[src/rtl/abacus_pkg.sv]
// abacus_pkg: shared ABACUS register map constants and sweeper types.
// Imported by the counter sweeper and its interface.
package abacus_pkg;

   localparam logic [31:0] ABACUS_BASE_DEF  = 32'hf003_0000;
   localparam logic [15:0] ABACUS_IU_OFFSET = 16'h0100;
   localparam logic [15:0] ABACUS_CU_OFFSET = 16'h0200;
   localparam int          ABACUS_IDX_W     = 5;

   typedef enum logic [1:0] {
      SW_IDLE,
      SW_REQ,
      SW_PUSH,
      SW_DONE
   } sweep_state_e;

endpackage

[src/rtl/abacus_counter_sweeper_if.sv]
// abacus_counter_sweeper_if: Wishbone classic read bus plus the
// valid/ready sample stream leaving the sweeper.
interface abacus_counter_sweeper_if;
   import abacus_pkg::*;

   logic                    wb_cyc;
   logic                    wb_stb;
   logic                    wb_we;
   logic [31:0]             wb_adr;
   logic [31:0]             wb_dat_o;
   logic [31:0]             wb_dat_i;
   logic                    wb_ack;

   logic                    sample_valid;
   logic                    sample_ready;
   logic [ABACUS_IDX_W-1:0] sample_index;
   logic [31:0]             sample_data;

   modport master (
      output wb_cyc, wb_stb, wb_we, wb_adr, wb_dat_o,
      input  wb_dat_i, wb_ack,
      output sample_valid, sample_index, sample_data,
      input  sample_ready
   );

   modport slave (
      input  wb_cyc, wb_stb, wb_we, wb_adr, wb_dat_o,
      output wb_dat_i, wb_ack,
      input  sample_valid, sample_index, sample_data,
      output sample_ready
   );

endinterface

[src/rtl/abacus_counter_sweeper.sv]
// abacus_counter_sweeper: Wishbone initiator reading a block of ABACUS
// counters, one word per bus cycle. ABACUS_SWEEP_TIMEOUT_EN adds an ack timeout.
module abacus_counter_sweeper
   import abacus_pkg::*;
#(
   parameter logic [31:0] ABACUS_BASE_ADDR = ABACUS_BASE_DEF,
   parameter logic [15:0] SWEEP_OFFSET     = ABACUS_IU_OFFSET,
   parameter int          SWEEP_COUNT      = 11
`ifdef ABACUS_SWEEP_TIMEOUT_EN
   ,
   parameter int          TIMEOUT_CYCLES   = 255
`endif
) (
   input  logic clk,
   input  logic rst,
   input  logic start,
   output logic busy,
   output logic done,
   output logic error,
   abacus_counter_sweeper_if.master bus
);

   localparam logic [ABACUS_IDX_W-1:0] LAST_IDX =
      ABACUS_IDX_W'(SWEEP_COUNT - 1);
   localparam logic [31:0] SWEEP_BASE =
      ABACUS_BASE_ADDR + {16'h0, SWEEP_OFFSET};

   sweep_state_e            state_q;
   sweep_state_e            state_d;
   logic [ABACUS_IDX_W-1:0] idx_q;
   logic [ABACUS_IDX_W-1:0] sidx_q;
   logic [31:0]             sdata_q;
   logic                    start_take;
   logic                    ack_take;
   logic                    push_take;
   logic                    last_word;
   logic                    tmo_hit;

   assign start_take = (state_q == SW_IDLE) && start;
   assign ack_take   = (state_q == SW_REQ) && bus.wb_ack;
   assign push_take  = (state_q == SW_PUSH) && bus.sample_ready;
   assign last_word  = (idx_q == LAST_IDX);

`ifdef ABACUS_SWEEP_TIMEOUT_EN
   logic [15:0] wait_q;
   logic        err_q;

   assign tmo_hit = (state_q == SW_REQ) && !bus.wb_ack &&
                    (wait_q == 16'(TIMEOUT_CYCLES - 1));
   assign error   = err_q;

   // ack wait counter: zero outside REQ, counts unacked REQ cycles
   always_ff @(posedge clk or negedge rst) begin
      if (!rst) begin
         wait_q <= '0;
      end else if (state_q != SW_REQ) begin
         wait_q <= '0;
      end else if (!bus.wb_ack) begin
         wait_q <= wait_q + 16'd1;
      end
   end

   // sticky timeout flag, cleared by the next accepted start
   always_ff @(posedge clk or negedge rst) begin
      if (!rst) begin
         err_q <= 1'b0;
      end else if (start_take) begin
         err_q <= 1'b0;
      end else if (tmo_hit) begin
         err_q <= 1'b1;
      end
   end
`else
   assign tmo_hit = 1'b0;
   assign error   = 1'b0;
`endif

   // state register
   always_ff @(posedge clk or negedge rst) begin
      if (!rst) begin
         state_q <= SW_IDLE;
      end else begin
         state_q <= state_d;
      end
   end

   // next-state decode
   always_comb begin
      state_d = state_q;
      unique case (state_q)
         SW_IDLE: begin
            if (start) state_d = SW_REQ;
         end
         SW_REQ: begin
            if (bus.wb_ack)   state_d = SW_PUSH;
            else if (tmo_hit) state_d = SW_DONE;
         end
         SW_PUSH: begin
            if (bus.sample_ready)
               state_d = last_word ? SW_DONE : SW_REQ;
         end
         SW_DONE: begin
            state_d = SW_IDLE;
         end
         default: begin
            state_d = SW_IDLE;
         end
      endcase
   end

   // word index: reset by start, stepped after each accepted sample
   always_ff @(posedge clk or negedge rst) begin
      if (!rst) begin
         idx_q <= '0;
      end else if (start_take) begin
         idx_q <= '0;
      end else if (push_take && !last_word) begin
         idx_q <= idx_q + 1'b1;
      end
   end

   // sample capture on the acked edge; held stable through PUSH
   always_ff @(posedge clk or negedge rst) begin
      if (!rst) begin
         sidx_q  <= '0;
         sdata_q <= '0;
      end else if (ack_take) begin
         sidx_q  <= idx_q;
         sdata_q <= bus.wb_dat_i;
      end
   end

   assign busy = (state_q != SW_IDLE);
   assign done = (state_q == SW_DONE);

   assign bus.wb_cyc   = (state_q == SW_REQ);
   assign bus.wb_stb   = (state_q == SW_REQ);
   assign bus.wb_we    = 1'b0;
   assign bus.wb_dat_o = 32'h0;
   assign bus.wb_adr   = (state_q == SW_REQ) ?
                         SWEEP_BASE + {25'd0, idx_q, 2'b00} : 32'h0;

   assign bus.sample_valid = (state_q == SW_PUSH);
   assign bus.sample_index = sidx_q;
   assign bus.sample_data  = sdata_q;

endmodule

[src/flat_wrapper.sv]
// flat-port wrapper written by rule: the top's interface ports become plain ports
module abacus_counter_sweeper_flat import abacus_pkg::*;
#(
   parameter logic [31:0] ABACUS_BASE_ADDR = ABACUS_BASE_DEF,
   parameter logic [15:0] SWEEP_OFFSET     = ABACUS_IU_OFFSET,
   parameter int          SWEEP_COUNT      = 11

)
  (clk, rst, start, busy, done, error, bus_wb_cyc, bus_wb_stb, bus_wb_we, bus_wb_adr, bus_wb_dat_o, bus_wb_dat_i, bus_wb_ack, bus_sample_valid, bus_sample_index, bus_sample_data, bus_sample_ready);
  abacus_counter_sweeper_if bus_i ();
  input  logic clk;
  input  logic rst;
  input  logic start;
  output logic busy;
  output logic done;
  output logic error;
  output wire logic [$bits(bus_i.wb_cyc)-1:0] bus_wb_cyc;
  output wire logic [$bits(bus_i.wb_stb)-1:0] bus_wb_stb;
  output wire logic [$bits(bus_i.wb_we)-1:0] bus_wb_we;
  output wire logic [$bits(bus_i.wb_adr)-1:0] bus_wb_adr;
  output wire logic [$bits(bus_i.wb_dat_o)-1:0] bus_wb_dat_o;
  input wire logic [$bits(bus_i.wb_dat_i)-1:0] bus_wb_dat_i;
  input wire logic [$bits(bus_i.wb_ack)-1:0] bus_wb_ack;
  output wire logic [$bits(bus_i.sample_valid)-1:0] bus_sample_valid;
  output wire logic [$bits(bus_i.sample_index)-1:0] bus_sample_index;
  output wire logic [$bits(bus_i.sample_data)-1:0] bus_sample_data;
  input wire logic [$bits(bus_i.sample_ready)-1:0] bus_sample_ready;
  assign bus_wb_cyc = bus_i.wb_cyc;
  assign bus_wb_stb = bus_i.wb_stb;
  assign bus_wb_we = bus_i.wb_we;
  assign bus_wb_adr = bus_i.wb_adr;
  assign bus_wb_dat_o = bus_i.wb_dat_o;
  assign bus_i.wb_dat_i = bus_wb_dat_i;
  assign bus_i.wb_ack = bus_wb_ack;
  assign bus_sample_valid = bus_i.sample_valid;
  assign bus_sample_index = bus_i.sample_index;
  assign bus_sample_data = bus_i.sample_data;
  assign bus_i.sample_ready = bus_sample_ready;
  abacus_counter_sweeper #(.ABACUS_BASE_ADDR(ABACUS_BASE_ADDR), .SWEEP_OFFSET(SWEEP_OFFSET), .SWEEP_COUNT(SWEEP_COUNT)) u_core (.clk(clk), .rst(rst), .start(start), .busy(busy), .done(done), .error(error), .bus(bus_i));
endmodule
[config.mk]
export PLATFORM = sky130hd
export DESIGN_NAME = abacus_counter_sweeper_flat
export DESIGN_NICKNAME = d
export VERILOG_FILES = /design/src/rtl/abacus_pkg.sv /design/src/rtl/abacus_counter_sweeper_if.sv /design/src/rtl/abacus_counter_sweeper.sv /design/src/flat_wrapper.sv
export SDC_FILE = /design/constraint.sdc
export NUM_CORES = 1
export LEC_CHECK = 0
export ABC_AREA = 1
export BUFFER_PORTS_ARGS = -buffer_cell sky130_fd_sc_hd__buf_2
export CAP_MARGIN = 20
export CELL_PAD_IN_SITES_DETAIL_PLACEMENT = 0
export CELL_PAD_IN_SITES_GLOBAL_PLACEMENT = 2
export CORE_ASPECT_RATIO = 0.6
export CORE_UTILIZATION = 23
export CTS_BUF_LIST = sky130_fd_sc_hd__clkbuf_16
export DETAILED_ROUTE_END_ITERATION = 8
export PLACE_DENSITY_LB_ADDON = 0.1
export SLEW_MARGIN = 30
export SYNTH_ARGS = -nofsm -noshare
export SYNTH_HDL_FRONTEND = slang
export SYNTH_SLANG_ARGS = --single-unit
[constraint.sdc]
create_clock -name clk -period 1.4 [get_ports clk]
set_input_delay 0.21 -clock clk [delete_from_list [all_inputs] [get_ports clk]]
set_output_delay 0.21 -clock clk [all_outputs]
set_load 0.02 [all_outputs]
# After elaboration in Yosys (flattened, before gate mapping)
# Index checks and enable logic that the tools add are counted.
[classes] muxes=8 eq_ne=7 order_cmp=0 reduce_logical=9 add_sub_neg=2 mul=0 n_bitwise=0 shifts=0 div_mod_pow=0
[ops] op="two-way mux 32 bit" count=1
[ops] op="adder 29 x 8 -> 30 bit (first input constant)" count=1
[ops] op="two-way mux 5 bit" count=2
[ops] op="two-way mux 2 bit" count=4
[ops] op="case mux 2 bit (4 select lines)" count=1
[ops] op="adder 5 x 1 -> 5 bit (second input constant)" count=1
[ops] op="== test 5 x 4 -> 1 bit (second input constant)" count=1
[ops] op="== test 2 bit (second input constant)" count=2
[ops] op="logical AND 1 bit" count=4
[ops] op="inequality test 2 x 1 -> 1 bit (second input constant)" count=2
[ops] op="nonzero test 2 bit" count=2
[ops] op="AND reduction 3 bit" count=1
[ops] op="== test 2 x 1 -> 1 bit (second input constant)" count=1
[ops] op="logical NOT 2 bit" count=1
[ops] op="inequality test 2 bit (second input constant)" count=1
[ops] op="logical NOT 1 bit" count=1
[word_totals] mem_count=0 latch_bits=0 wordCells=30 inputBits=37 mem_bits_rw=0 output_inout_bits=108 mem_bits_ro=0 ff_bits=44

# Depth between registers and ports, before layout
# Gate-level depths: netlist of the first run.
[depth] ltp_word=5 ltp_mapped=8 mapped_depth_nobuf=8

# Least setup slack after synthesis of the first run
# Ideal clock, no wire load.
[synth_path] path_kind="register to output" startpoint="reg u_core.state_q[1]" endpoint="out bus_wb_adr[16]" t_required_ps=1190 arrival_time_ps=1044 slack_ps=146 n_path_buf=2 stages_incl_launch_ff=6 cell_sequence="dfrtp_1 inv_2 nand2_4 inv_6 buf_4 buf_4"
[synth_via] elab_chain_cells=2
[synth_rtl] element="start: declaration" line="abacus_counter_sweeper.sv:28" rtl="sweep_state_e state_q;"
[synth_rtl] element="start signal: assignment" line="abacus_counter_sweeper.sv:83" rtl="state_q <= state_d;"
[synth_rtl] element="== test 2 x 1 -> 1 bit"
[synth_rtl] element="net bus_wb_cyc" line="flat_wrapper.sv:17" rtl="output wire logic [$bits(bus_i.wb_cyc)-1:0] bus_wb_cyc;"
[synth_rtl] element="two-way mux 32 bit" line="abacus_counter_sweeper.sv:140" rtl="assign bus.wb_adr = (state_q == SW_REQ) ?"
[synth_rtl] element="end: declaration" line="flat_wrapper.sv:20" rtl="output wire logic [$bits(bus_i.wb_adr)-1:0] bus_wb_adr;"
# The timed path passes the listed nets, and every way through them passes these cells.

# Worst setup path after layout of the first run
[layout_path] startpoint="reg u_core.state_q[1]" endpoint="out bus_wb_adr[30]"
[layout_via] elab_chain_cells=2
[layout_rtl] element="== test 2 x 1 -> 1 bit" line="abacus_counter_sweeper.sv:140"
[layout_rtl] element="two-way mux 32 bit" line="abacus_counter_sweeper.sv:140"
# No other way between the ends.

==> results of run 1 <==
-- area by class of cell --
class / count / area (um2) / area share
clock buffer: 5 / 125.1 / 0.04026
clock inverter: 3 / 38.79 / 0.01248
inverter: 16 / 75.07 / 0.02415
multi-input combinational: 212 / 982.2 / 0.3160
sequential: 44 / 1106 / 0.3559
tap: 135 / 168.9 / 0.05435
timing repair buffer: 101 / 603.1 / 0.1940
timing repair inverter: 1 / 8.758 / 0.002818
-- through the flow --
step	worst slack, ns	util	power (mW)
after floorplan	0.1463	-	4.537
after global placement	0.03815	0.2752	5.268
after detailed placement	0.0007310	0.2752	5.282
after CTS	-0.01282	0.3047	7.020
after global routing	-0.04135	0.3059	7.489
final	0.01679	0.3059	6.923
-- where the power goes --
part	leakage (nW)	switching, mW	internal, mW
clock network	0.0850	0.509	0.833
logic	1.14	2.29	1.15
registers	0.555	0.347	1.80
total	1.78	3.15	3.78
-- cell usage in the layout, fill, tap and decap left out --
| cell | instances |
|---|---|
| buf_2 | 74 |
| clkinv_2 | 1 |
| dfrtp_1 | 40 |
| clkbuf_16 | 5 |
| nor2_4 | 2 |
| bufinv_16 | 1 |
| nand2_1 | 83 |
| o21ai_0 | 1 |
| nand2_8 | 2 |
| nand2_2 | 4 |
| buf_6 | 4 |
| o21ai_2 | 5 |
| inv_6 | 1 |
| nor2_1 | 4 |
| xor2_1 | 1 |
| inv_12 | 1 |
| nand4_1 | 2 |
| inv_2 | 1 |
| dfrtp_2 | 4 |
| a21oi_2 | 1 |
| dlygate4sd3_1 | 1 |
| buf_12 | 1 |
| inv_4 | 1 |
| conb_1 | 54 |
| nand3_1 | 46 |
| buf_4 | 21 |
| nor2_2 | 4 |
| inv_1 | 14 |
| o22ai_1 | 1 |
| ha_1 | 2 |
-- registers in the layout, indices dropped and copies added (netlist names) --
signal	flops
u_core.bus.sample_data	32
u_core.bus.sample_index	5
u_core.idx_q	5
u_core.state_q	2
-- final timing paths --
check	from	endpoint
max in group asynchronous	rst	u_core.state_q[0]
min in group asynchronous	rst	u_core.bus.sample_data[14]
min	bus_wb_dat_i[21]	u_core.bus.sample_data[21]
max reg2reg	u_core.idx_q[1]	u_core.idx_q[1]
max	u_core.state_q[1]	bus_wb_adr[30]
min reg2reg	u_core.bus.sample_data[17]	u_core.bus.sample_data[17]
-- layer usage --
layer  global-route usage  wire [um]  vias to the layer above
li1                     -          -                      982
met1               0.1674       3205                      912
met2               0.1592       2518                       86
met3              0.04274        553                        8
met4              0.04000         69                        0
met5                    0          0                        -
-- timing repair --
item,in CTS,in global routing
pin swaps,1,1
hold buffers,1,0
endpoints found under the hold margin,44,0
cloned,1,0
gates resized for setup,29,9
setup buffers,4,0
setup endpoints to repair,17,21
-- worst max-delay path, delay by kind of cell (launching register included) --
kind	cells	cell delay [ns]
and+or+nand+nor	1	0.10
DFF	1	0.45
buffers and inverters	3	0.34
-- cell families after synthesis --
logic type	after synthesis	share of synthesized area
fa+ha+maj	2	0.01011
compound gates	8	0.02578
simple gates	147	0.2609
flops	44	0.4449
other cells	1	0.001515
xor+xnor	1	0.003540
buf+inv	90	0.2533
==> results_dict.tcl, run 1 <==
set metrics [dict create \
    outcome "completed" \
    design_area_um2 3108 \
    gp_congestion 0.7149 \
    worstRegToRegCells 7 \
    cp_max_fo 12 \
    synth_top_area_share 0.4449 \
    wirelength_um 6347 \
    dp_hpwl_um 4427 \
    synth.area.top_cells "dfrtp_1 (44%), buf_4 (20%), nand2_1 (13%), nand3_1 (9.3%), inv_1 (2.1%)" \
    rrSetupSlack_ns 0.12 \
    path_cells "inv_4, nand2_8, inv_12, buf_4" \
    viasPerCell 3.845 \
    grt_max_degree 45 \
    syn_area_per_cell_um2 8.447 \
    firstDrtPassIters 4 \
    syn_area_um2 2475 \
    yosysSeqAreaShare 0.4449 \
    clock_sinks 44 \
    finalHoldViolCount 0 \
    layout-drive-gt1-share 0.3482 \
    maxCapViolations 0 \
    cp.required_ns 1.19 \
    antenna_found_initial 0 \
    min_period_ns 1.383 \
    wl_per_cell_um 12.28 \
    max_stage_delay_ns 0.45 \
    drc 0 \
    path_clk_slew_ns 0.07 \
    period_share 0.9880 \
    ys_seq_elements 44 \
    synth-edff-count 0 \
    power-per-cell-area_nw_per_um2 2228 \
    syn_inst 293 \
    postPlaceCellArea_um2 2796 \
    setup.worst_path.start_class "register" \
    cts_buffer_depth 2 \
    core_um2 10160 \
    fin_skew_ns 0.007957 \
    critPathKind "reg -> out" \
    antennaDiodeCount 0 \
    dp_cells 504 \
    root_buffer "clkbuf_16" \
    p_leak_nw 1.782 \
    rsz0062_at_grt "yes" \
    start_util 0.2436 \
    hp-class "in -> reg" \
    rows 28 \
    setup_viol_count_final 0 \
    dieArea_um2 11190 \
    io_pins 145 \
    htreeDepth 2 \
    synth_most_common_cell "nand2_1" \
    worst_hold_slack_ns 0.1503 \
    cp_data_arrival_time_ns 1.17 \
    dr_total_vias 1988 \
    fmax_ghz 0.7230 \
    tns_ns 0 \
    final_nets 420 \
    maxSlewViolCount 0 \
    synth_top_area_cell "dfrtp_1" \
    clk_latency_ns 0.29 \
    slowest_stage "dfrtp_2" \
    grt_use_total 0.1171 \
    synth_top_cells_by_count "nand2_1 (84), buf_4 (66), nand3_1 (46), dfrtp_1 (44), inv_1 (14)" \
    ys.flop_type "dfrtp_1" \
    layoutNonFillerInstCount 517 \
    grt_pass1_vias 1821 \
    die_h_um 82.35 \
    ys_async_sr_fraction 1.000 \
    syn_to_final_growth_pct 25.58 \
    grt_overflow 0 \
    portBuffers 90 \
    fill_cells 1116 \
    hold_path_depth 3 \
    fp.dieW_um 135.9 \
    yosysWarnings 0 \
    tritoncts "built" \
    drt-initial-drc-count 101 \
    cts_made_buffers 5 \
    crit_path_end_kind "primary output" \
    ys_types 23 \
    ant_nets 0 \
    vdd_drop_max_mv 0.7658 \
    grt_pass1_wl_um 9577 \
]
No activity file was read; power rests on OpenSTA's default activity.
==> run 2, diff against run 1 <==
==> constraint.sdc (replaced) <==
create_clock -name clk -period 1.4 [get_ports clk]
set_input_delay 0.21 -clock clk [delete_from_list [all_inputs] [get_ports clk]]
set_output_delay 0.21 -clock clk [all_outputs]
set_load 0.05 [all_outputs]
==> run 2 against run 1 <==
  * The flow now finishes with violations (setup timing)
  * Global-route usage up 0.16 points
  * Via count up 0.25%
  * Sequential share of layout area down 1.1 points
  * Fmax down 1.9%
  * Clock power down 16%
  * Clock skew down 0.0038 ns
  * Sequential power about the same
  * Critical path type unchanged
  * Critical endpoint is now bus_wb_adr[29]
  * Largest cell class unchanged
==> results_dict.tcl, run 2 (synthesized netlist as in run 1, its figures left out) <==
set metrics [dict create \
    outcome "finished with violations" \
    violations "setup timing" \
    power-per-cell-area_nw_per_um2 2730 \
    grt_max_degree 45 \
    grt_pass1_vias 1814 \
    setup.worst_path.start_class "register" \
    finalHoldViolCount 0 \
    core_um2 10160 \
    hp-class "in -> reg" \
    design_area_um2 3201 \
    p_leak_nw 1.805 \
    wl_per_cell_um 13.05 \
    path_cells "nand2_8, clkinv_8, buf_6" \
    final_nets 423 \
    r2r-end "u_core.bus.sample_data[18]" \
    portBuffers 90 \
    grt_use_total 0.1187 \
    antennaDiodeCount 0 \
    maxCapViolations 0 \
    wirelength_um 6787 \
    antenna_found_initial 0 \
    fin_ws_ns -0.01033 \
    cp.required_ns 1.19 \
    viasPerCell 3.833 \
    firstDrtPassIters 4 \
    syn_to_final_growth_pct 29.32 \
    final_common_cell "nand2_1" \
    dp_cells 507 \
    critPathKind "reg -> out" \
    gp_congestion 0.7424 \
    rows 28 \
    min_period_ns 1.410 \
    grt_pass1_wl_um 9894 \
    layoutNonFillerInstCount 520 \
    largest_reg_flops 32 \
    die_h_um 82.35 \
    path_clk_slew_ns 0.06 \
    crit_path_end_kind "primary output" \
    clk_latency_ns 0.28 \
    vdd_drop_max_mv 1.384 \
    min_from "bus_wb_dat_i[13]" \
    fin_util 0.3150 \
    start_util 0.2436 \
    fp.dieW_um 135.9 \
    grt_overflow 0 \
    dp_hpwl_um 4644 \
    fin_skew_ns 0.004122 \
    io_pins 145 \
    rrSetupSlack_ns 0.07 \
    worstRegToRegCells 6 \
    rsz0062_at_grt "yes" \
    htreeDepth 2 \
    r2r-start "u_core.state_q[0]" \
    hold_path_end "u_core.bus.sample_data[13]" \
    cts_made_buffers 5 \
    clock_sinks 44 \
    dieArea_um2 11190 \
    slowest_stage "dfrtp_2" \
    max_stage_delay_ns 0.48 \
    dr_total_vias 1993 \
    layout-drive-gt1-share 0.3558 \
    most-common-layout-cells "nand2_1 (82), buf_2 (73), conb_1 (54)" \
    drc 0 \
    pre_cts_ws_ns 0.1082 \
    ant_nets 0 \
    cts_buffer_depth 2 \
    cp_max_fo 11 \
    crit_start "u_core.state_q[0]" \
    hold_path_depth 3 \
    root_buffer "clkbuf_16" \
    setup_viol_count_final 9 \
    period_share 1.007 \
    tritoncts "built" \
    maxSlewViolCount 0 \
    fmax_ghz 0.7091 \
    cp_data_arrival_time_ns 1.20 \
    postPlaceCellArea_um2 2819 \
    drt-initial-drc-count 96 \
]
## run 2: cell count changes in the layout (fill, tap and decap cells not counted), sizes merged
cell and delta:
nand2 +1, bufinv -1, clkinv +1, buf +3, inv -1
## run 2: worst max path at each step
stage	to	cells after the start
4_1_cts	bus_wb_cyc	4
5_1_grt	bus_wb_adr[2]	4
2_1_floorplan	bus_wb_adr[2]	3
3_5_place_dp	u_core.idx_q[0]	7
3_3_place_gp	u_core.idx_q[0]	4
6_report	bus_wb_adr[29]	3
## run 2: report_power, final
part	internal, mW	total, mW	switching, mW
Sequential	1.79	2.12	0.330
Combinational	1.37	5.49	4.12
Clock	0.643	1.12	0.476
## run 2: repair_timing
| item | CTS | global route |
|---|---|---|
| endpoints found under the setup margin | 17 | 56 |
| gates resized for setup | 45 | 17 |
| hold buffers | 1 | 0 |
| pin swaps | 0 | 3 |
| hold endpoints to repair | 44 | 0 |
| cloned | 0 | 1 |
| buffers inserted | 2 | 1 |
## run 2: stage by stage
stage               TNS [ns]  power (mW)  hold WS (ns)
global placement           0       7.028        0.2171
finish              -0.08838       8.737        0.1582
detailed placement         0       7.029        0.2201
global route         -0.7497       9.322        0.1566
CTS                  -0.4153       8.662        0.1448
floorplan            -0.1915       6.231      -0.08559
## run 2: final cells by class
cell class | count | area (um2)
clock inverters | 3 | 11.26
flip-flops and latches | 44 | 1105
inverters | 16 | 72.57
fillers | 1104 | 6959
repair buffers | 104 | 708.2
well taps | 135 | 168.9
multi-input cells | 213 | 1010
clock buffers | 5 | 125.1
## run 2: worst max-delay path, delay by kind of cell (launching register included)
family | cells | cell delay, ns
flops | 1 | 0.48
buf+inv | 2 | 0.28
simple gates | 1 | 0.15
## run 2: metal layers
metal	part of all wire	up-vias	global-route usage
li1	-	982	-
met3	0.070	9	0.03846
met1	0.53	915	0.1779
met2	0.40	87	0.1617
met5	0	-	0
met4	0.0071	0	0.02333
